**src/rtl/r_ptr_empty.sv**
```systemverilog
// r_ptr_empty: async FIFO read-side pointer, Gray export, registered empty/almost-empty/count, read strobe, sticky underflow
//   r_clk, r_rst           clock, synchronous active-high reset
//   r_inc, r_uf_clr        read request (honoured only when not empty), underflow clear
//   ff2_w_ptr              Gray write pointer already synchronised into r_clk
//   r_ptr, r_addr          Gray read pointer, RAM read address
//   r_empty, r_almost_empty, r_count, r_valid, r_underflow  registered status
module r_ptr_empty #(
  parameter int ADDR_BITS = 4,
  parameter int AE_THRESH = 2
) (
  input  logic                 r_clk,
  input  logic                 r_rst,
  input  logic                 r_inc,
  input  logic                 r_uf_clr,
  input  logic [ADDR_BITS:0]   ff2_w_ptr,
  output logic [ADDR_BITS:0]   r_ptr,
  output logic [ADDR_BITS-1:0] r_addr,
  output logic                 r_empty,
  output logic                 r_almost_empty,
  output logic [ADDR_BITS:0]   r_count,
  output logic                 r_valid,
  output logic                 r_underflow
);
  localparam logic [ADDR_BITS:0] AE = AE_THRESH[ADDR_BITS:0];
  logic [ADDR_BITS:0] r_bin_q, r_bin_d, r_ptr_q, r_ptr_d, r_count_q, r_count_d, w_bin_s;
  logic r_empty_q, r_empty_d, r_ae_q, r_ae_d, r_valid_q, r_valid_d, r_uf_q, r_uf_d, rd;
  // Gray-to-binary: each binary bit is the XOR of all Gray bits at or above it
  for (genvar i = 0; i <= ADDR_BITS; i++) begin : g_dec
    assign w_bin_s[i] = ^ff2_w_ptr[ADDR_BITS:i];
  end
  // flags use next-state pointer so they line up with the r_ptr being exported
  always_comb begin
    rd        = r_inc & ~r_empty_q;
    r_bin_d   = r_bin_q + {{ADDR_BITS{1'b0}}, rd};
    r_ptr_d   = (r_bin_d >> 1) ^ r_bin_d;
    r_count_d = w_bin_s - r_bin_d;
    r_empty_d = r_ptr_d == ff2_w_ptr;
    r_ae_d    = r_count_d <= AE;
    r_valid_d = rd;
    r_uf_d    = (r_inc & r_empty_q) | (r_uf_q & ~r_uf_clr);
  end
  always_ff @(posedge r_clk) begin
    if (r_rst) begin
      r_bin_q   <= '0;
      r_ptr_q   <= '0;
      r_count_q <= '0;
      r_empty_q <= 1'b1;
      r_ae_q    <= 1'b1;
      r_valid_q <= 1'b0;
      r_uf_q    <= 1'b0;
    end else begin
      r_bin_q   <= r_bin_d;
      r_ptr_q   <= r_ptr_d;
      r_count_q <= r_count_d;
      r_empty_q <= r_empty_d;
      r_ae_q    <= r_ae_d;
      r_valid_q <= r_valid_d;
      r_uf_q    <= r_uf_d;
    end
  end
  assign r_ptr          = r_ptr_q;
  assign r_addr         = r_bin_q[ADDR_BITS-1:0];
  assign r_empty        = r_empty_q;
  assign r_almost_empty = r_ae_q;
  assign r_count        = r_count_q;
  assign r_valid        = r_valid_q;
  assign r_underflow    = r_uf_q;
endmodule
```
**config.mk**
```make
export PLATFORM = sky130hd
export DESIGN_NAME = r_ptr_empty
export DESIGN_NICKNAME = d
export VERILOG_FILES = /design/src/rtl/r_ptr_empty.sv
export SDC_FILE = /design/constraint.sdc
export NUM_CORES = 1
export LEC_CHECK = 0
export CAP_MARGIN = 10
export CORE_ASPECT_RATIO = 1.5
export CORE_UTILIZATION = 45
export DETAILED_ROUTE_END_ITERATION = 8
export PLACE_DENSITY = 0.88
export SYNTH_ARGS = -nofsm -noshare
export SYNTH_HDL_FRONTEND = slang
export SYNTH_SLANG_ARGS = --single-unit
```
**constraint.sdc**
```tcl
create_clock -name r_clk -period 7.63 [get_ports r_clk]
set_clock_uncertainty 0.05 [all_clocks]
set_input_delay 1.9075 -clock r_clk [delete_from_list [all_inputs] [get_ports r_clk]]
set_output_delay 1.9075 -clock r_clk [all_outputs]
set_load 0.005 [all_outputs]
```
==> results of run 1 <==
==> state kept, by name (all words and copies together) (netlist names) <==
name and flops:
r_count 5, r_bin_q 5, r_ptr 4, r_valid 1
r_underflow 1, r_empty 1, r_almost_empty 1
==> through the flow <==
stage | setup WS (ps) | instance area, um^2 | hold WS, ps | total power [mW]
floorplan | 3390 | 953 | 408 | 0.157
global route | 2840 | 1250 | 468 | 0.244
finish | 3010 | 1250 | 436 | 0.229
global placement | 2860 | 1220 | 407 | 0.185
detailed placement | 2740 | 1220 | 437 | 0.187
CTS | 3020 | 1250 | 449 | 0.231
==> power by group through the flow <==
| stage | combinational [mW] | sequential, mW | clock [mW] |
|---|---|---|---|
| after floorplan | 0.0479 | 0.109 | 0 |
| after global placement | 0.0777 | 0.108 | 0 |
| after detailed placement | 0.0793 | 0.108 | 0 |
| after CTS | 0.0796 | 0.106 | 0.0457 |
| after global routing | 0.0880 | 0.107 | 0.0498 |
| final | 0.0787 | 0.105 | 0.0445 |
==> cell usage after synthesis, drive strengths merged <==
master   number
dfxtp        18
xnor2        18
nor2         13
ha            6
nor2b         6
nand2         5
xor2          5
a21oi         3
inv           3
a31o          2
clkbuf        2
mux2i         2
nand3         2
o2bb2ai       2
a21o          1
a31oi         1
and2          1
nand2b        1
o22ai         1
o31ai         1
or2           1
or2b          1
==> logic make-up (layout without fill, tap and decap cells) <==
kind of cell,after synthesis,in the layout
XOR/XNOR,23,23
buffers and inverters,5,32
multiplexers,2,2
AND/OR/NAND/NOR,30,30
adder cells (fa/ha/maj),6,6
flip-flops,18,18
AO/OA/AOI/OAI,11,11
==> placed cells by master, fill, tap and decap left out, drive strengths merged <==
| master | instances |
|---|---|
| dfxtp | 18 |
| or2b | 1 |
| a21o | 1 |
| and2 | 1 |
| or2 | 1 |
| o22ai | 1 |
| inv | 3 |
| nor2b | 6 |
| xnor2 | 18 |
| mux2i | 2 |
| nand2b | 1 |
| clkbuf | 3 |
| ha | 6 |
| clkdlybuf4s50 | 26 |
| a31o | 2 |
| o2bb2ai | 2 |
| nor2 | 13 |
| nand2 | 5 |
| a31oi | 1 |
| xor2 | 5 |
| nand3 | 2 |
| o31ai | 1 |
| a21oi | 3 |
==> cell type report <==
type | count | area [um^2] | area share (%)
Clock buffer | 3 | 22.5 | 1.81
Tap cell | 22 | 27.5 | 2.21
Multi-Input combinational cell | 72 | 564 | 45.3
Timing Repair Buffer | 26 | 260 | 20.9
Inverter | 3 | 11.3 | 0.904
Sequential cell | 18 | 360 | 28.9
==> path summary, 6_finish.rpt <==
kind / start / endpoint / cells after the start / slack, ps
worst max-delay path: r_inc / r_almost_empty$_SDFF_PP1_ / 11 / 3010
worst min-delay path: r_underflow$_SDFF_PP0_ / r_underflow$_SDFF_PP0_ / 2 / 440
worst max register to register: r_empty$_SDFF_PP1_ / r_almost_empty$_SDFF_PP1_ / 10 / 4790
worst min register to register: r_underflow$_SDFF_PP0_ / r_underflow$_SDFF_PP0_ / 2 / 440
==> per-layer routing <==
metal | part of all wire (%) | GRT usage [%]
met4 | 3.6 | 10.3
met5 | 0 | 0
met2 | 54 | 33.3
met3 | 3.5 | 1.13
met1 | 39 | 17.6
==> worst register-to-register path, cell delays in order, from the launching register on <==
cell and delay [ps]:
dfxtp_1 350, nor2b_1 60, ha_1 200, ha_1 210, xnor2_1 550, ha_1 390
a31o_2 290, a31oi_4 170, xnor2_1 110, o2bb2ai_1 150, a31o_1 210
==> metrics.md, run 1 <==
| Metric | Value |
|---|---|
| Status | `completed` |
| Layout cells sized above 1 | `around 7.4%` |
| Area Growth Syn to Fin | `30.7%` |
| Finished Layout Cells | `144` |
| Simple-Gate Fraction of Synth Area | `14.8%` |
| Largest net degree at the start of global routing | `19` |
| NumNets Final | `139` |
| CP Cell Sequence | `clkdlybuf4s50_1 -> nor2b_1 -> ha_1 -> ha_1 -> xnor2_1 -> ha_1 -> a31o_2 -> a31oi_4 -> xnor2_1 -> o2bb2ai_1 -> a31o_1` |
| Slowest stage delay, CP | `550 ps` |
| First drt pass iteration count | `5` |
| Post-layout util | `62.3%` |
| RSZ-0062 raised after global routing | `no` |
| Final HPWL DP | `1380 um` |
| Setup Viol. Count Final | `0` |
| Critical path class | `input pin to flip-flop` |
| # rows | `20` |
| Cells after Synth | `95` |
| IO buf count | `26` |
| Clk Latency, worst-skew pair | `290 ps` |
| CP max FO | `8` |
| Die Area | `2310 um^2` |
| Routed Antenna Nets | `0` |
| Post-synthesis mux area share | `~2.1%` |
| Yosys warning count | `0` |
| First-pass GRT wire length | `2880 um` |
| WL final | `1680 um` |
| Mapped Area | `953 um^2` |
| Tightest Pin Transition | `653 ps` |
| Root Buffer | `clkbuf_4` |
| Fmax | `216 MHz` |
| TritonCTS Buffers | `3` |
| Residual DRC count | `0` |
| Worst min path class | `flip-flop to flip-flop` |
| CP delay by family, top | `compound AO/OA/AOI/OAI gates` |
| Top cell type's share of synthesized area | `37.8%` |
| DR iter-0 viols | `3` |
| Syn avg cell area | `10.0 um^2` |
| Worst EP arrival | `4760 ps` |
| Syn Nets | `110` |
| Slew margin rel. | `56.2%` |
| Post-cts resize count | `0` |
| Post-synth cell types | `27` |
| Psw | `63.0 uW` |
| Core area | `between 2000 and 2500 um^2` |
| Vias per cell | `about 5.1` |
| Post-Synth XOR/XNOR Area | `approximately 25%` |
| Seq/Total Area, Yosys | `37.8%` |
| Post-synthesis compound-gate area fraction | `9.71%` |
| Element type at the critical path end | `flip-flop` |
| CP Launch Type | `input pin` |
| Vias | `734` |
| Setup TNS | `0 ps` |
| Fin crit period | `4620 ps` |
| TritonCTS clock tree | `yes` |
| Clk slew on worst S/H paths | `90 ps` |
| Area leader, netlist | `dfxtp_1` |
| Hold Vio Cnt, Final | `0` |
| Gate power share | `roughly a third` |
| Cts hold-fix bufs | `0` |
| Initial Util | `between 40% and 50%` |
| Placer Congestion | `0.845` |
| Share of power burned in registers | `46.1%` |
| WL per Instance | `approximately 12 um` |
| Global Route Usage Sum | `17.8%` |
| Synth top area cells | `dfxtp_1 (38%), xnor2_1 (16%), ha_1 (7.9%)` |
| Count of pins over their slew limit | `0` |
| Setup Buffers After CTS | `0` |
| Maximum VDD drop | `0.102 mV` |
| Most used cell, CP | `ha_1` |
| Req. time, crit path | `7770 ps` |
| Clk pwr share | `19.5%` |
| Buf+Inv Stages, Crit Path | `1` |
| GRT overflow | `0` |
| Net Sw Frac | `between 20% and 30%` |
| Fillers | `189` |
| Max-capacitance violation count | `0` |
| Vias in the first global route | `738` |
| Vert. Die Dim | `58.4 um` |
| Largest family of logic cells by synthesized area | `XOR/XNOR gates` |
| Antenna violations before repair | `0` |
| Fraction of the mapped netlist area in adder cells | `under 10%` |
| Htree depth | `1` |
| Seq cells post-synth | `18` |
| Total I/O pin count | `27` |
| Pwr per Cell Area | `183 nW/um^2` |
| Slowest cell on crit path | `xnor2_1` |
| Clock buffer depth | `2` |
| Die Span X | `39.6 um` |
| Cell internal pwr | `166 uW` |
| Clock sink count | `18` |
| Placed cells | `about 140` |
| Diode count | `0` |
| Final period util | `60.6%` |
| LEAKAGE | `0.478 nW` |
(Power assumes the default switching activity.)
==> run 2, diff against run 1 <==
--- a/config.mk
+++ b/config.mk
@@ -7,9 +7,9 @@
 export LEC_CHECK = 0
 export CAP_MARGIN = 10
 export CORE_ASPECT_RATIO = 1.5
-export CORE_UTILIZATION = 45
+export CORE_UTILIZATION = 42
 export DETAILED_ROUTE_END_ITERATION = 8
-export PLACE_DENSITY = 0.88
+export PLACE_DENSITY = 0.87
 export SYNTH_ARGS = -nofsm -noshare
 export SYNTH_HDL_FRONTEND = slang
 export SYNTH_SLANG_ARGS = --single-unit
==> constraint.sdc (replaced) <==
create_clock -name r_clk -period 3.8 [get_ports r_clk]
set_clock_uncertainty 0.05 [all_clocks]
set_input_delay 0.95 -clock r_clk [delete_from_list [all_inputs] [get_ports r_clk]]
set_output_delay 0.95 -clock r_clk [all_outputs]
set_load 0.005 [all_outputs]
==> run 2 against run 1 <==
Compared with the run above:
- core utilization is 0.86 points lower
- global-route usage is 0.95 points lower
- flip-flop and latch count stayed put
- sequential power is 100% higher
- worst setup slack worse by 2500 ps
- critical endpoint unchanged
- cell count is 2.1% higher
- critical path type unchanged
- largest cell class unchanged
- power is 110% higher
==> metrics.md, run 2 (synthesis gave the netlist of run 1 again) <==
| Metric | Value |
|---|---|
| Initial Util | `between 40% and 50%` |
| Worst min path class | `flip-flop to flip-flop` |
| Vias per cell | `between 5 and 6` |
| Global Route Usage Sum | `16.8%` |
| Fmax | `between 300 and 400 MHz` |
| Finished Layout Cells | `147` |
| Clk slew on worst S/H paths | `100 ps` |
| First drt pass iteration count | `4` |
| Placer Congestion | `0.877` |
| TritonCTS clock tree | `yes` |
| Clk Latency, worst-skew pair | `290 ps` |
| Critical path class | `input pin to flip-flop` |
| # rows | `20` |
| LEAKAGE | `approximately 0.49 nW` |
| Diode count | `0` |
| Commonest non-fill, non-tap cells in the layout | `clkdlybuf4s50_1 (26), dfxtp_1 (18), xnor2_1 (17)` |
| Maximum VDD drop | `0.191 mV` |
| CP Cell Sequence | `clkdlybuf4s50_1 -> xor2_4 -> xnor2_2 -> xnor2_1 -> ha_1 -> inv_1 -> ha_1 -> a21oi_1 -> o31ai_1 -> xnor2_1 -> a31o_1` |
| Vias | `approximately 750` |
| Slowest cell on crit path | `clkdlybuf4s50_1` |
| RSZ-0062 raised after global routing | `no` |
| Hold-critical path depth | `2` |
| Worst EP arrival | `3450 ps` |
| Crit path depth | `11` |
| Fillers | `178` |
| NumNets Final | `141` |
| Clock buffer depth | `2` |
| TritonCTS Buffers | `3` |
| Antenna violations before repair | `0` |
| Status | `completed` |
| Count of pins over their slew limit | `0` |
| First-pass GRT wire length | `2840 um` |
| Req. time, crit path | `3940 ps` |
| Cts hold-fix bufs | `0` |
| Area occupied by multi-input gates | `564 um^2` |
| Post-cts resize count | `0` |
| Routed Antenna Nets | `0` |
| Final HPWL DP | `about 1400 um` |
| CP delay by family, top | `XOR/XNOR gates` |
| Htree depth | `1` |
| Tightest Pin Transition | `640 ps` |
| Final period util | `between 80 and 90%` |
| GRT overflow | `0` |
| Residual DRC count | `0` |
| Layout cells sized above 1 | `approximately a tenth` |
| Setup Buffers After CTS | `0` |
| Core area | `2080 um^2` |
| Slew margin rel. | `57.2%` |
| Placed cells | `143` |
| Clock sink count | `18` |
| Max-capacitance violation count | `0` |
| IO buf count | `26` |
| Setup TNS | `0 ps` |
| Element type at the critical path end | `flip-flop` |
| Register area | `360 um^2` |
| Vert. Die Dim | `a little over 60 um` |
| Total I/O pin count | `27` |
| Slowest stage delay, CP | `~560 ps` |
| Most common cell after layout, fill and taps aside | `clkdlybuf4s50_1` |
| DR iter-0 viols | `10` |
| CP max FO | `4` |
| Die Area | `2470 um^2` |
| Largest net degree at the start of global routing | `19` |
| Setup Viol. Count Final | `0` |
| Die Span X | `40.9 um` |
| WL final | `1790 um` |
| Pwr per Cell Area | `383 nW/um^2` |
| Fin crit period | `3310 ps` |
| Vias in the first global route | `722` |
| Buf+Inv Stages, Crit Path | `2` |
| Root Buffer | `clkbuf_4` |
| CP Launch Type | `input pin` |
| Hold Vio Cnt, Final | `0` |
| R2R depth | `10` |
| WL per Instance | `approximately 12 um` |
| Area Growth Syn to Fin | `33.7%` |
==> run 2: changes by cell type in the layout (fill, tap and decap cells not counted) <==
cell      previous run  this run
buf_4                0         2
clkbuf_8             0         1
==> run 2: final cells by class <==
class	count	area share [%]
Clock buffer	4	2.85
Multi-Input combinational cell	72	44.3
Tap cell	22	2.16
Inverter	3	0.883
Timing Repair Buffer	28	21.6
Sequential cell	18	28.3
==> run 2: report_power, final <==
group | internal [mW] | total (mW) | switching [mW]
combinational | 0.0897 | 0.160 | 0.0708
clock | 0.0584 | 0.115 | 0.0569
sequential | 0.207 | 0.212 | 0.00524
total | 0.355 | 0.488 | 0.133
==> run 2: worst paths after layout <==
kind                     startpoint                         to  slack, ps
max                    ff2_w_ptr[4]  r_almost_empty$_SDFF_PP1_        490
min reg2reg  r_underflow$_SDFF_PP0_     r_underflow$_SDFF_PP0_        440
max reg2reg      r_empty$_SDFF_PP1_  r_almost_empty$_SDFF_PP1_       1360
min          r_underflow$_SDFF_PP0_     r_underflow$_SDFF_PP0_        440
==> run 2: worst register-to-register path, stage by stage, from the launching register on <==
cell and delay (ps):
dfxtp_1 370, nor2b_1 70, ha_1 200, ha_1 210, xnor2_1 230, ha_1 320
a31o_2 290, a31oi_4 170, xnor2_1 100, o2bb2ai_1 140, a31o_1 210
==> run 2: metal layers <==
layer / track usage (%) / share of wire (%) / wire [um]
met1: 19.2 / 42 / 742
met5: 0 / 0 / 0
met2: 27.5 / 51 / 909
met3: 1.10 / 3.5 / 63
met4: 12.9 / 3.9 / 70
==> run 2: metrics by stage <==
| step | cell area, um^2 | power (mW) | hold slack (ps) | util (%) | setup slack (ps) |
|---|---|---|---|---|---|
| after floorplan | 953 | 0.315 | 408 | - | 518 |
| after global placement | 1240 | 0.373 | 406 | 59.6 | 290 |
| after detailed placement | 1240 | 0.378 | 433 | 59.6 | 212 |
| after CTS | 1270 | 0.491 | 446 | 61.4 | 521 |
| after global routing | 1270 | 0.515 | 478 | 61.4 | 355 |
| final | 1270 | 0.488 | 437 | 61.4 | 490 |
==> run 3, diff against run 2 <==
--- a/config.mk
+++ b/config.mk
@@ -5,6 +5,7 @@
 export SDC_FILE = /design/constraint.sdc
 export NUM_CORES = 1
 export LEC_CHECK = 0
+export ABC_CLOCK_PERIOD_IN_PS = 3800
 export CAP_MARGIN = 10
 export CORE_ASPECT_RATIO = 1.5
 export CORE_UTILIZATION = 42
==> results of run 3 <==
The final DEF is identical to that of run 2; final timing and power are the same.
